$ cat config.mk
export PLATFORM = sky130hd
export DESIGN_NAME = serial_adder
export DESIGN_NICKNAME = d
export VERILOG_FILES = /design/src/rtl/adder_pkg.sv /design/src/rtl/fa_cell.sv /design/src/rtl/serial_adder.sv
export SDC_FILE = /design/constraint.sdc
export NUM_CORES = 1
export LEC_CHECK = 0
export ABC_CLOCK_PERIOD_IN_PS = 2700
export CORE_UTILIZATION = 29
export CTS_CLUSTER_DIAMETER = 30
export DETAILED_ROUTE_END_ITERATION = 8
export GPL_TIMING_DRIVEN = 0
export PLACE_DENSITY = 0.59
export RECOVER_POWER = 25
export REMOVE_ABC_BUFFERS = 1
export SLEW_MARGIN = 20
export SYNTH_ARGS = -nofsm -noshare
export SYNTH_HDL_FRONTEND = slang
export SYNTH_SLANG_ARGS = --single-unit
$ cat constraint.sdc
create_clock -name clk -period 2.7 [get_ports clk]
set_input_delay 0.405 -clock clk [delete_from_list [all_inputs] [get_ports clk]]
set_output_delay 0.405 -clock clk [all_outputs]
set_load 0.01 [all_outputs]
$ cat src/rtl/adder_pkg.sv
// rtl/adder_pkg.sv - shared types and defaults for the serial adder
package adder_pkg;

  // Default operand width for the arithmetic library serial adder
  localparam int ADDER_WIDTH_DEF = 8;

  // Controller states: waiting, shifting bits, one-cycle completion
  typedef enum logic [1:0] {
    IDLE = 2'd0,
    RUN  = 2'd1,
    DONE = 2'd2
  } state_t;

endpackage

$ cat src/rtl/fa_cell.sv
// rtl/fa_cell.sv - combinational 1-bit full adder
module fa_cell (
  input  logic a,
  input  logic b,
  input  logic c,
  output logic sum,
  output logic carry
);

  logic p;

  // Propagate term is shared between sum and carry
  assign p     = a ^ b;
  assign sum   = p ^ c;
  assign carry = (a & b) | (c & p);

endmodule

$ cat src/rtl/serial_adder.sv
// rtl/serial_adder.sv - bit-serial WIDTH-bit adder with start/busy/done handshake
module serial_adder
  import adder_pkg::*;
#(
  parameter int WIDTH = ADDER_WIDTH_DEF
) (
  input  logic             clk,
  input  logic             rst,
  input  logic             start,
  input  logic [WIDTH-1:0] a,
  input  logic [WIDTH-1:0] b,
  input  logic             cin,
  output logic             busy,
  output logic             done,
  output logic [WIDTH-1:0] sum,
  output logic             cout,
  output logic             ovf
);

  localparam int            CW     = $clog2(WIDTH);
  localparam logic [CW-1:0] LAST   = CW'(WIDTH - 1);
  localparam logic [CW-1:0] PENULT = CW'(WIDTH - 2);

  state_t state_q;
  state_t state_d;

  logic [WIDTH-1:0] a_sh;
  logic [WIDTH-1:0] b_sh;
  // Holds the WIDTH-1 sum bits produced so far; the final bit comes straight from the cell
  logic [WIDTH-2:0] s_sh;
  logic             carry_q;
  logic             c_msb_q;
  logic [CW-1:0]    cnt_q;

  logic [WIDTH-1:0] sum_q;
  logic             cout_q;
  logic             ovf_q;

  logic             cell_sum;
  logic             cell_carry;
  logic             load;
  logic             in_run;

  // The one and only arithmetic element: LSBs of both operands plus the running carry
  fa_cell u_fa (
    .a     (a_sh[0]),
    .b     (b_sh[0]),
    .c     (carry_q),
    .sum   (cell_sum),
    .carry (cell_carry)
  );

  assign in_run = (state_q == RUN);
  assign load   = start && ((state_q == IDLE) || (state_q == DONE));

  // State register; reset wins over any start in the same cycle
  always_ff @(posedge clk) begin
    if (rst) begin
      state_q <= IDLE;
    end else begin
      state_q <= state_d;
    end
  end

  // Next state: accept only from IDLE/DONE, leave RUN after the last bit
  always_comb begin
    state_d = state_q;
    unique case (state_q)
      IDLE: begin
        if (start) state_d = RUN;
      end
      RUN: begin
        if (cnt_q == LAST) state_d = DONE;
      end
      DONE: begin
        state_d = start ? RUN : IDLE;
      end
      default: state_d = IDLE;
    endcase
  end

  // Handshake outputs decode directly from the state flop, so they are glitch-free and input-independent
  always_comb begin
    busy = 1'b0;
    done = 1'b0;
    unique case (state_q)
      RUN:     busy = 1'b1;
      DONE:    done = 1'b1;
      default: ;
    endcase
  end

  // Operand/sum shifting, carry chain, bit counter and result capture
  always_ff @(posedge clk) begin
    if (rst) begin
      a_sh    <= '0;
      b_sh    <= '0;
      s_sh    <= '0;
      carry_q <= 1'b0;
      c_msb_q <= 1'b0;
      cnt_q   <= '0;
      sum_q   <= '0;
      cout_q  <= 1'b0;
      ovf_q   <= 1'b0;
    end else if (load) begin
      a_sh    <= a;
      b_sh    <= b;
      carry_q <= cin;
      cnt_q   <= '0;
    end else if (in_run) begin
      a_sh    <= a_sh >> 1;
      b_sh    <= b_sh >> 1;
      s_sh    <= (WIDTH-1)'({cell_sum, s_sh} >> 1);
      carry_q <= cell_carry;
      cnt_q   <= cnt_q + CW'(1);
      // Carry out of bit WIDTH-2 is the carry into the MSB, needed for signed overflow
      if (cnt_q == PENULT) begin
        c_msb_q <= cell_carry;
      end
      // Results are only touched here, so they hold through IDLE and the next RUN
      if (cnt_q == LAST) begin
        sum_q  <= {cell_sum, s_sh};
        cout_q <= cell_carry;
        ovf_q  <= c_msb_q ^ cell_carry;
      end
    end
  end

  assign sum  = sum_q;
  assign cout = cout_q;
  assign ovf  = ovf_q;

endmodule

Yosys cells after proc, flatten, opt, wreduce, memory -nomap -nowiden
Index checks and enable logic that the tools add are counted.
{ "classes": {"addsub": 1, "n_mul": 0, "div": 0, "order_cmp": 0, "eq_ne": 6, "shift": 0, "mux": 12, "bitwise": 7, "reduce_logical": 9} }
{ "op_table": {"columns": ["operator", "count"], "rows": [
  ["8-bit 2-to-1 mux", 4],
  ["3-bit equality test, second input constant", 2],
  ["2-bit case mux with 3 select lines", 1],
  ["3-bit AND reduction", 2],
  ["1-bit 2-to-1 mux", 5],
  ["2-bit 2-to-1 mux", 2],
  ["2-bit AND reduction", 2],
  ["3-bit by 1-bit adder with 3-bit output, second input constant", 1],
  ["1-bit XOR", 3],
  ["1-bit AND", 2],
  ["2-bit by 1-bit equality test with 1-bit output, second input constant", 1],
  ["2-bit equality test, second input constant", 1],
  ["2-bit logical NOT", 1],
  ["2-bit by 1-bit != test with 1-bit output, second input constant", 1],
  ["2-bit != test, second input constant", 1],
  ["2-bit nonzero test", 1],
  ["2-bit OR reduction", 1],
  ["1-bit logical AND", 1],
  ["1-bit logical OR", 1],
  ["1-bit NOT", 1],
  ["1-bit bitwise OR", 1]
]} }
{ "word_totals": {"ff_bits": 40, "latch_bits": 0, "mem_bits_rw": 0, "romBits": 0, "elab_cells": 45, "mem_count": 0} }

Longest topological paths before layout
{ "depth": {"word_depth": 5, "depth_mapped": 6} }

Cells and area by module
From an unflattened synthesis, not the netlist that was laid out.
{ "hier_totals": {"cells_unflattened": 185, "hier_area_um2": 1659.1} }
{ "by_module_without_submodules": {"columns": ["mod", "n_inst", "cells_each", "area_per_inst_um2"], "rows": [
  ["serial_adder", 1, 184, 1639.1],
  ["fa_cell", 1, 1, 20.0]
]} }

Worst setup path before layout
OpenSTA, ideal clock, no wires.
{ "synth_path": {"path_type": "reg-to-reg", "startpoint": "register cnt_q[0]", "endpoint": "register ovf_q, in the netlist ovf", "setup_ps": 86, "arrival_ps": 1202, "required_time_ps": 2614, "setup_slack_ps": 1412, "stages_incl_launch_ff": 6, "path_buffers": 1, "period_less_slack_ps": 1288, "cell_sequence": "dfxtp_1 -> ha_1 -> ha_1 -> and3b_1 -> buf_2 -> a211oi_1"} }
{ "synth_via": {"elab_chain_len": 2} }
{ "synth_rtl": {"columns": ["element", "line", "source"], "rows": [
  ["start, declared", "serial_adder.sv:33", "logic [CW-1:0] cnt_q;"],
  ["start signal, assigned", "serial_adder.sv:115", "cnt_q <= cnt_q + CW'(1);"],
  ["3-bit equality test", "serial_adder.sv:121", "if (cnt_q == LAST) begin"],
  ["3-bit AND reduction (no line)", null, null],
  ["end signal, assigned", "serial_adder.sv:124", "ovf_q <= c_msb_q ^ cell_carry;"],
  ["end, declared", "serial_adder.sv:37", "logic ovf_q;"]
]} }
Every way passes these cells.
A chain may end at the register's enable or synchronous reset.

Final worst setup path
{ "layout_path": {"startpoint": "register state_q[0]", "endpoint": "output busy"} }
{ "layout_via": {"elab_chain_len": 2} }
{ "layout_rtl": {"columns": ["element", "line", "source"], "rows": [
  ["start, declared", "serial_adder.sv:24", "state_t state_q;"],
  ["start signal, assigned", "serial_adder.sv:61", "state_q <= state_d;"],
  ["2-bit by 1-bit equality test with 1-bit output", "serial_adder.sv:86", "unique case (state_q)"],
  ["1-bit 2-to-1 mux", "serial_adder.sv:86", null],
  ["end, declared", "serial_adder.sv:13", "output logic busy,"]
]} }
Every way passes these cells.

==> flow_summary.ini <==
[outcome]
status = complete, no violations

[yosys]
avgSynthCellArea_um2 = 8.98
syn_inst = 185
synth_warnings = 0
synth.yosys.seq_area_share_pct = 48.2
netlist_area_um2 = 1660
synth.distinct_cells = 31
synth_seq_cells = 40

[sta]
setup_viol = 0
hold_violations = 0
slew_violations = 0
max_freq_ghz = 0.396
worst_pin_slew_ps = 891
fin_crit_ps = 2530
fin_skew_ps = 4.93
relSlewSlack_pct = 40.6
fin_crit_sh_pct = 93.6
rsz0062_at_grt = no
tns_ps = 0

[critical_path]
start_kind = flip-flop
max_stage_delay_ps = 610
crit_buf_inv = 2
r2r_cells = 4
crit_chain = nand2b_2, inv_4, clkdlybuf4s50_1
worstSetupPathType = flip-flop to output pin
cp-end-kind = output pin
critical_path_required_ps = 2300
crit_arrival_ps = 2120
cp_top_family = buffers and inverters
crit_path_max_fanout = 30
crit_cells = 3
slowest_stage = clkdlybuf4s50_1

[cts]
cts.reportedPaths.clkPinSlew_ps = 80
htreeDepth = 2
cts.sinks = 40
root_buffer = clkbuf_8
clk_path_buf_depth = 2
cts_tree = yes
clock_latency_ps = 290
cts_buffers = 5
cts_setup_buffers = 0

[place]
port_buffers = 31
dpl.hpwl_um = 2110
globalplace.congestion = 0.673

[grt]
antenna_found_initial = 0
grt_max_degree = 31
grt_pass1_wl_um = 5700
track_usage_pct = 12.3
grt-ovfl-total = 0
grt_pass1_vias = 1246

[power]
ir_drop_mv = 0.271
leakage_nw = 0.713
pwr-share-seq_pct = 53.1
p_comb_share_pct = 12.4
switchingPower_w = 0.000301
power.density_nw_per_um2 = 571
internal_power_w = 0.000893
p_clk_share_pct = 34.5
p_sw_share_pct = 25.2

[worst_hold_path]
worstHoldPathCells = 2
hold_class = flip-flop to flip-flop

[drt]
routed.top_layer = met4
route.met2.wl_um = 1510
avgViaCountPerCell = 4.73
wl_met1_um = 1600
dr.pass1.iters = 4
wl_um = 3290
wire_per_inst_um = 11.7
drt_iter0_drc = 89
drc_errors = 0
drtAntennaViolNets = 0
vias = 1333
wl_met3_um = 121

[layout]
post-route-util_pct = 37.9
syn_to_final_growth_pct = 25.8
drive_gt1_share_pct = 11.0
num-nets-final = 233
num_antenna_cells = 0

[die]
die-area_um2 = 6040
rows = 27
die_w_um = 77.7
coreArea_um2 = 5510
start_util_pct = 30.2
fp.dieH_um = 77.7
ios = 32

[flow_run]
maxCapViolations = 0
synth_stat cells, drive strengths merged:
cell,n,area [µm²]
a2111oi,1,27.5
ha,3,37.5
o22ai,5,31.3
a311oi,5,75.1
nand2b,2,12.5
inv,2,10.0
buf,11,78.8
nand2,43,171
nand4,1,6.26
fa,1,20.0
dfxtp,40,801
xnor2,2,17.5
mux2i,3,30.0
a211oi,1,7.51
nand3b,1,7.51
nor3,14,70.1
and3b,1,8.76
a22oi,5,37.5
a21oi,22,110
nor2b,2,12.5
clkbuf,4,15.0
nor2,9,36.3
nand3,5,25.0
o21a,1,7.51
o21ai,1,5.00
final cells by class:
type | count | area (µm²)
multi-input combinational | 128 | 762
timing repair buffer | 32 | 333
inverter | 2 | 10.0
fill | 581 | 3420
clock buffer | 7 | 86.3
clock inverter | 1 | 7.51
sequential | 40 | 801
tap | 72 | 90.1
worst reg2reg max path: cells and delay by family, from the launching register on:
kind / cells / cell delay (ps)
AOI/OAI and AO/OA: 1 / 270
buffers and inverters: 1 / 440
DFF: 1 / 440
and+or+nand+nor: 2 / 440
per-layer routing:
metal  up-vias  GRT usage [%]
li1        685              -
met1       617           14.8
met2        26           20.0
met3         5           3.18
met4         0           6.23
met5         -              0
placed cells by master, fill, tap and decap left out, types with 2 or more instances in the layout:
cell             count
mux2i_1              3
nor3_1              14
a311oi_2             5
nand2_1             39
a22oi_1              5
xnor2_1              2
nand3_1              5
clkbuf_8             6
nand2_2              4
dfxtp_1             40
o22ai_1              5
clkdlybuf4s50_1     26
dlygate4sd3_1        4
a21oi_1             22
ha_1                 3
nor2_1               8
sequential cells by signal (all words and copies together), names as in the netlist:
signal / cells
sum: 8
state_q: 2
ovf: 1
s_sh: 7
c_msb_q: 1
cnt_q: 3
b_sh: 8
cout: 1
a_sh: 8
carry_q: 1
path summary, 6_finish.rpt:
check,startpoint,end,slack [ps]
worst max-delay path,state_q[0]$_SDFFE_PP0P_,busy,170
worst min-delay path,sum[6]$_SDFFE_PP0P_,sum[6]$_SDFFE_PP0P_,450
worst max register to register,state_q[0]$_SDFFE_PP0P_,cnt_q[1]$_SDFFE_PP0P_,1020
worst min register to register,sum[6]$_SDFFE_PP0P_,sum[6]$_SDFFE_PP0P_,450
power by group through the flow:
| stage | combinational (W) | clock (W) | sequential, W |
|---|---|---|---|
| floorplan | 0.0000860 | 0 | 0.000643 |
| global placement | 0.000145 | 0 | 0.000646 |
| detailed placement | 0.000149 | 0 | 0.000647 |
| CTS | 0.000150 | 0.000427 | 0.000633 |
| global route | 0.000166 | 0.000457 | 0.000637 |
| finish | 0.000148 | 0.000412 | 0.000633 |
cells by family (layout without fill, tap and decap cells):
family                   Yosys count  in the layout  share of synthesized area (%)
XOR/XNOR                           2              2                           1.05
adder cells (fa/ha/maj)            4              4                           3.46
multiplexers                       3              3                           1.81
AO/OA/AOI/OAI                     41             41                           18.1
buffers and inverters             17             42                           6.25
flip-flops                        40             40                           48.2
AND/OR/NAND/NOR                   78             78                           21.1
repair_timing:
action	4_1_cts	5_1_grt
resized for setup	1	0
setup endpoints to repair	1	0
hold buffers	0	0
through the flow:
stage               instance area, µm²  hold WS, ps  total power, W  setup slack (ps)  instances
floorplan                         1570          426        0.000729              1100        170
global placement                  1970          444        0.000791               134        273
detailed placement                1990          448        0.000796               144        274
CTS                               2090          459         0.00121               158        282
global route                      2090          474         0.00126              25.1        282
finish                            2090          450         0.00119               173        282
Note: power is estimated with default switching activity, not from simulation.
